$ cat src/rtl/ssi_encoder_reader.sv
// SSI absolute encoder reader: clocks out one DATA_BITS frame MSB first,
// waits out the encoder monoflop, then publishes the position or an error.
// Optional feature: define SSI_GRAY_DECODE_EN to Gray-to-binary convert the
// captured frame before it is loaded into location_detection_value_out.
module ssi_encoder_reader #(
    parameter int unsigned DATA_BITS       = 13,
    parameter int unsigned CLK_DIV         = 100,
    parameter int unsigned MONOFLOP_CYCLES = 2000
) (
    input  logic                 sys_clk,
    input  logic                 reset,
    input  logic                 location_detection_enable_in,
    input  logic                 vlx_data_in,
    output logic                 vlx_clk_out,
    output logic [DATA_BITS-1:0] location_detection_value_out,
    output logic                 position_valid_out,
    output logic                 frame_error_out,
    output logic                 busy_out
);

    // Each counter holds 0..terminal, so it needs $clog2(terminal + 1) bits.
    localparam int unsigned DIV_W  = $clog2(CLK_DIV);
    localparam int unsigned BIT_W  = $clog2(DATA_BITS);
    localparam int unsigned MONO_W = (MONOFLOP_CYCLES > 1) ? $clog2(MONOFLOP_CYCLES) : 1;

    localparam logic [DIV_W-1:0]  DIV_LAST  = DIV_W'(CLK_DIV - 1);
    localparam logic [DIV_W-1:0]  DIV_HALF  = DIV_W'(CLK_DIV / 2);
    localparam logic [BIT_W-1:0]  BIT_LAST  = BIT_W'(DATA_BITS - 1);
    localparam logic [MONO_W-1:0] MONO_LAST = MONO_W'(MONOFLOP_CYCLES - 1);

    typedef enum logic [2:0] {
        ST_IDLE,
        ST_SHIFT,
        ST_MONOFLOP,
        ST_UPDATE,
        ST_ERROR
    } state_t;

    state_t               state;
    logic                 data_sync1;
    logic                 data_sync2;
    logic [DIV_W-1:0]     div_cnt;
    logic [DIV_W-1:0]     div_next_c;
    logic [BIT_W-1:0]     bit_cnt;
    logic [MONO_W-1:0]    mono_cnt;
    logic [DATA_BITS-1:0] shift_reg;
    logic [DATA_BITS-1:0] frame_data_c;

    // Two-flop synchronizer for the encoder data line.
    always_ff @(posedge sys_clk) begin
        if (reset) begin
            data_sync1 <= 1'b0;
            data_sync2 <= 1'b0;
        end else begin
            data_sync1 <= vlx_data_in;
            data_sync2 <= data_sync1;
        end
    end

    // Period counter successor; wraps at the end of each SSI clock period.
    always_comb begin
        div_next_c = (div_cnt == DIV_LAST) ? '0 : div_cnt + DIV_W'(1);
    end

`ifdef SSI_GRAY_DECODE_EN
    // Gray-to-binary conversion of the captured frame, MSB downwards.
    always_comb begin
        frame_data_c                = '0;
        frame_data_c[DATA_BITS-1]   = shift_reg[DATA_BITS-1];
        for (int i = DATA_BITS - 2; i >= 0; i--) begin
            frame_data_c[i] = frame_data_c[i+1] ^ shift_reg[i];
        end
    end
`else
    // Raw captured frame is the published value.
    always_comb begin
        frame_data_c = shift_reg;
    end
`endif

    // Frame sequencer: drives the SSI clock, captures bits and publishes results.
    always_ff @(posedge sys_clk) begin
        if (reset) begin
            state                        <= ST_IDLE;
            div_cnt                      <= '0;
            bit_cnt                      <= '0;
            mono_cnt                     <= '0;
            shift_reg                    <= '0;
            vlx_clk_out                  <= 1'b1;
            location_detection_value_out <= '0;
            position_valid_out           <= 1'b0;
            frame_error_out              <= 1'b0;
            busy_out                     <= 1'b0;
        end else begin
            position_valid_out <= 1'b0;
            case (state)
                ST_IDLE: begin
                    div_cnt     <= '0;
                    bit_cnt     <= '0;
                    mono_cnt    <= '0;
                    vlx_clk_out <= 1'b1;
                    if (location_detection_enable_in) begin
                        busy_out <= 1'b1;
                        // A low line before any clock means the encoder is not ready.
                        if (data_sync2) begin
                            state       <= ST_SHIFT;
                            vlx_clk_out <= 1'b0;
                        end else begin
                            state <= ST_ERROR;
                        end
                    end
                end
                ST_SHIFT: begin
                    div_cnt     <= div_next_c;
                    vlx_clk_out <= (div_next_c >= DIV_HALF);
                    if (div_cnt == DIV_LAST) begin
                        shift_reg <= {shift_reg[DATA_BITS-2:0], data_sync2};
                        if (bit_cnt == BIT_LAST) begin
                            state       <= ST_MONOFLOP;
                            vlx_clk_out <= 1'b1;
                            bit_cnt     <= '0;
                        end else begin
                            bit_cnt <= bit_cnt + BIT_W'(1);
                        end
                    end
                end
                ST_MONOFLOP: begin
                    vlx_clk_out <= 1'b1;
                    if (mono_cnt == MONO_LAST) begin
                        mono_cnt <= '0;
                        // Encoder must have released the line once its monoflop expired.
                        state    <= data_sync2 ? ST_UPDATE : ST_ERROR;
                    end else begin
                        mono_cnt <= mono_cnt + MONO_W'(1);
                    end
                end
                ST_UPDATE: begin
                    location_detection_value_out <= frame_data_c;
                    frame_error_out              <= 1'b0;
                    position_valid_out           <= 1'b1;
                    busy_out                     <= 1'b0;
                    state                        <= ST_IDLE;
                end
                ST_ERROR: begin
                    frame_error_out    <= 1'b1;
                    position_valid_out <= 1'b1;
                    busy_out           <= 1'b0;
                    state              <= ST_IDLE;
                end
                default: begin
                    vlx_clk_out <= 1'b1;
                    busy_out    <= 1'b0;
                    state       <= ST_IDLE;
                end
            endcase
        end
    end

endmodule

$ cat config.mk
export PLATFORM = sky130hd
export DESIGN_NAME = ssi_encoder_reader
export DESIGN_NICKNAME = d
export VERILOG_FILES = /design/src/rtl/ssi_encoder_reader.sv
export SDC_FILE = /design/constraint.sdc
export NUM_CORES = 1
export LEC_CHECK = 0
export CAP_MARGIN = 20
export CORE_MARGIN = 4
export CORE_UTILIZATION = 52
export CTS_BUF_LIST = sky130_fd_sc_hd__clkbuf_16
export DETAILED_ROUTE_END_ITERATION = 8
export PLACE_DENSITY = 0.77
export SYNTH_ARGS = -nofsm -noshare
export SYNTH_HDL_FRONTEND = slang
export SYNTH_SLANG_ARGS = --single-unit
$ cat constraint.sdc
create_clock -name sys_clk -period 5.2 [get_ports sys_clk]
set_clock_uncertainty 0.2 [all_clocks]
set_input_delay 1.04 -clock sys_clk [delete_from_list [all_inputs] [get_ports sys_clk]]
set_output_delay 1.04 -clock sys_clk [all_outputs]
set_load 0.02 [all_outputs]
# Word-level counts from Yosys, hierarchy flattened

Cells that the tools add are included.

Memory bits (read-only): 0
Latch bits: 0
Flip-flop bits (word level): 57
Logic and storage cells: 61
Input port bits: 4
Memory bits (writable): 0
Memories: 0

Div/mod/pow operators: 0
Shift operators: 0
Multiplexer cells: 23
Multipliers: 0
Eq/ne operators: 11
Reduce and logical (&&, ||, !) cells: 10
Bitwise operators: 1
Magnitude comparators: 1
Add/sub/neg operators: 3

Operators with widths:

| kind                                                                  | number |
|---|---|
| 11-bit one-hot mux with 2 select lines                                | 1 |
| 3-bit 2-to-1 mux                                                      | 6 |
| 7-bit one-hot mux with 2 select lines                                 | 1 |
| 11-bit by 1-bit adder with 11-bit output, second input constant       | 1 |
| 11-bit equality test, second input constant                           | 1 |
| 11-bit 2-to-1 mux                                                     | 1 |
| 3-bit one-hot mux with 3 select lines                                 | 1 |
| 4-bit 2-to-1 mux                                                      | 2 |
| 2-bit inequality test, second input constant                          | 4 |
| 4-bit one-hot mux with 2 select lines                                 | 1 |
| 7-bit by 1-bit adder with 7-bit output, second input constant         | 1 |
| 7-bit equality test, second input constant                            | 1 |
| 7-bit by 6-bit >= comparator with 1-bit output, second input constant | 1 |
| 7-bit 2-to-1 mux                                                      | 1 |
| 3-bit by 2-bit equality test with 1-bit output, second input constant | 2 |
| 1-bit 2-to-1 mux                                                      | 6 |
| 2-bit AND reduction                                                   | 3 |
| 2-bit nonzero test                                                    | 3 |
| 4-bit by 1-bit adder with 4-bit output, second input constant         | 1 |
| 4-bit equality test, second input constant                            | 1 |
| 1-bit one-hot mux with 2 select lines                                 | 2 |
| 4-bit AND reduction                                                   | 1 |
| 2-bit OR reduction                                                    | 2 |
| 3-bit by 1-bit equality test with 1-bit output, second input constant | 1 |
| 4 further kinds                                                       | 4 |

# Depth between registers and ports, before layout

Word-level depth: 6
Depth in mapped cells: 7

# Worst setup path after synthesis

Ideal clock, no wire load.

Kind: input to register
From: input port reset
To: register div_cnt[0]
Arrival time: 1905 ps
Required time: 4872 ps
Library setup time: 128 ps
Slack: 2968 ps
Stages: 4
Path through: clkbuf_1 clkbuf_1 clkbuf_1 nor2_1

RTL lines:

| what                 | line | text |
|---|---|---|
| start, declared      | 11   | `input logic reset,` |
| end signal, assigned | 114  | `div_cnt <= div_next_c;` |
| end, declared        | 42   | `logic [DIV_W-1:0] div_cnt;` |

No word-level cell between the ends.

# Worst setup path after layout

From: register frame_error_out
To: output port frame_error_out

RTL lines:

| what                   | line | text |
|---|---|---|
| start, declared        | 17   | `output logic frame_error_out,` |
| start signal, assigned | 92   | `frame_error_out <= 1'b0;` |
| start signal, assigned | 139  | `frame_error_out <= 1'b0;` |
| start signal, assigned | 145  | `frame_error_out <= 1'b1;` |

No word-level cell between the ends.

==> flow_summary.yaml <==
status:
  status: "completed"
yosys:
  synthMuxAreaShare: 0.0150
  synth_flop_cell: "dfxtp_1"
  synthTopCellsByArea: "dfxtp_1 43%, nand2_1 9.3%, a21oi_1 7.7%"
  synth_edf_count: 0
  yosys.area.top_type: "dfxtp_1"
  synth-xor-area-share: 0.00657
  seq_area_frac_synth: 0.428
  async_flop_share: 0
  synth_top_family_by_area: "simple AND/OR/NAND/NOR gates"
  synth_cell_types: 55
  synth_top_area_share: 0.428
  ys_top_cells_by_count: "66 x nand2_1, 57 x dfxtp_1, 41 x a21oi_1"
  synth_compound_area_frac: 0.212
  mappedNetlistArea_um2: 2670
  synth_most_common_cell: "nand2_1"
  synth_simple_gate_area_frac: 0.275
  syn_nets: 333
  ys_warn_count: 0
  ys_seq_elements: 57
  avgSynthCellArea_um2: 8.20
  yosys.area_share.adder: 0.0188
  synthCells: 325
detailed_routing:
  wl_per_cell_um: 13.6
  vias: 2279
  drt_iter0_markers: 167
  drt-total-wl_um: 5520
  ant_nets: 0
  firstDrtPassIters: 4
  vias_per_cell: 5.60
  drcViolationCount: 0
clock_network:
  numCtsBuffers: 9
  hold_buffers: 0
  cts_tree: "built"
  htree_levels: 3
  clockRootBuffer: "clkbuf_16"
  post_cts_buffers: 0
  clkSlewWorstSetupHoldPaths_ps: 50
  insertion_delay_ps: 320
  clockBufferDepth: 2
  ctsResizeCount: 0
  clock-sinks: 57
hold_path:
  hold_class: "flip-flop to flip-flop"
sta:
  maxSlewViolCount: 0
  hold_violations: 0
  finalCritPeriodShare: 0.490
  fin_crit_ps: 2550
  max_slew_margin: 0.330
  tns_ps: 0
  worstMarginPinSlew_ps: 1010
  fmax_ghz: 0.392
  grt_setup_unrepaired: "false"
  setup_viol: 0
die:
  start_util: 0.550
  coreArea_um2: 4850
  rows: 25
  die_area_um2: 6330
  io_pins: 21
  die_y_um: 79.6
  die_w_um: 79.6
layout:
  drive_above_1_share: 0.0735
  final_core_util: 0.645
  stdcell_count: 407
  finalInstanceArea_um2: 3130
  fin_nets: 343
  area_growth_pct: 17.3
  antenna_cells: 0
pwr:
  combPwrFrac: 0.085
  p_int_mw: 0.847
  swShare: 0.233
  vdd_drop_max_uv: 290
  finalPower_mw: 1.10
  p_seq_frac: 0.421
  leakagePower_nw: 1.05
  power_switching_mw: 0.258
  power_frac_clock: 0.495
  power.density_nw_per_um2: 353
place:
  placed_area_um2: 2850
  port_buffers: 20
  globalplace.congestion: 0.850
  dp_cells: 391
  hpwl_um: 3600
setup_path:
  criticalPathCategory: "flip-flop to primary output"
  worstPathArrival_ps: 1310
  cp.required_ps: 3960
  cp-end-kind: "primary output"
  crit_chain: "clkdlybuf4s50_1"
  crit_fanout: 3
  slowest_delay_ps: 620
  path_buf_inv: 1
  start_kind: "flip-flop"
  slowest_stage: "clkdlybuf4s50_1"
  cpLargestDelayFamily: "buffers and inverters"
job:
  cap_viol_max_count: 0
global_routing:
  grt_pass1_wl_um: 9910
  grt_util_all_layers: 0.201
  grt_antenna_before_repair: 0
  grt_max_degree: 57
  grt_overflow: 0
  first_global_vias: 2129
[cell families after synthesis]
kind of cell,count (synthesis)
simple gates,143
flops,57
compound gates,88
buf+inv,27
fa+ha+maj,4
mux,4
xor+xnor,2
[layout by cell type, fill, tap and decap left out, drive strengths merged, types with 8 or more instances in the layout]
cell / Yosys / final
nor2: 15 / 15
clkbuf: 17 / 9
clkdlybuf4s50: 0 / 19
nand3: 12 / 12
dfxtp: 57 / 57
inv: 6 / 8
nor3: 11 / 11
nand2: 66 / 66
a21oi: 43 / 43
o21ai: 10 / 10
[registers in the layout (all words and copies together), names as in the netlist]
register / cells
state: 3
div_cnt: 7
frame_data_c: 13
busy_out: 1
frame_error_out: 1
location_detection_value_out: 13
bit_cnt: 4
mono_cnt: 11
data_sync2: 1
vlx_clk_out: 1
data_sync1: 1
position_valid_out: 1
[power groups by stage]
stage	clock (mW)	sequential (mW)	combinational, mW
global route	0.583	0.466	0.105
detailed placement	0	0.473	0.0934
global placement	0	0.472	0.0917
CTS	0.558	0.464	0.0937
finish	0.546	0.464	0.0937
floorplan	0	0.469	0.0695
[stage by stage]
step           hold slack, ps  setup slack [ps]
2_1_floorplan             214              2970
3_3_place_gp              220              2430
3_5_place_dp              235              2390
4_1_cts                   247              2630
5_1_grt                   267              2580
6_report                  245              2650
[worst paths after layout]
| check | end | slack (ps) | depth (start not counted) | from |
|---|---|---|---|---|
| worst max-delay path | frame_error_out | 2650 | 1 | frame_error_out |
| worst min-delay path | data_sync2 | 250 | 1 | data_sync1 |
| worst max register to register | frame_data_c[9] | 3000 | 5 | div_cnt[0] |
| worst min register to register | data_sync2 | 250 | 1 | data_sync1 |
[layer usage]
layer,GRT usage,part of all wire
met1,0.254,0.47
met3,0.0801,0.051
met4,0.0722,0.011
met5,0,0
met2,0.308,0.46
[layout make-up]
cell class / count / area [um2]
clock buffers: 9 / 225
clock inverters: 7 / 53.8
fillers: 419 / 1720
inverters: 6 / 22.5
multi-input cells: 241 / 1410
flip-flops and latches: 57 / 1140
well taps: 67 / 83.8
repair buffers: 20 / 195
Note: power is estimated with default switching activity, not from simulation.
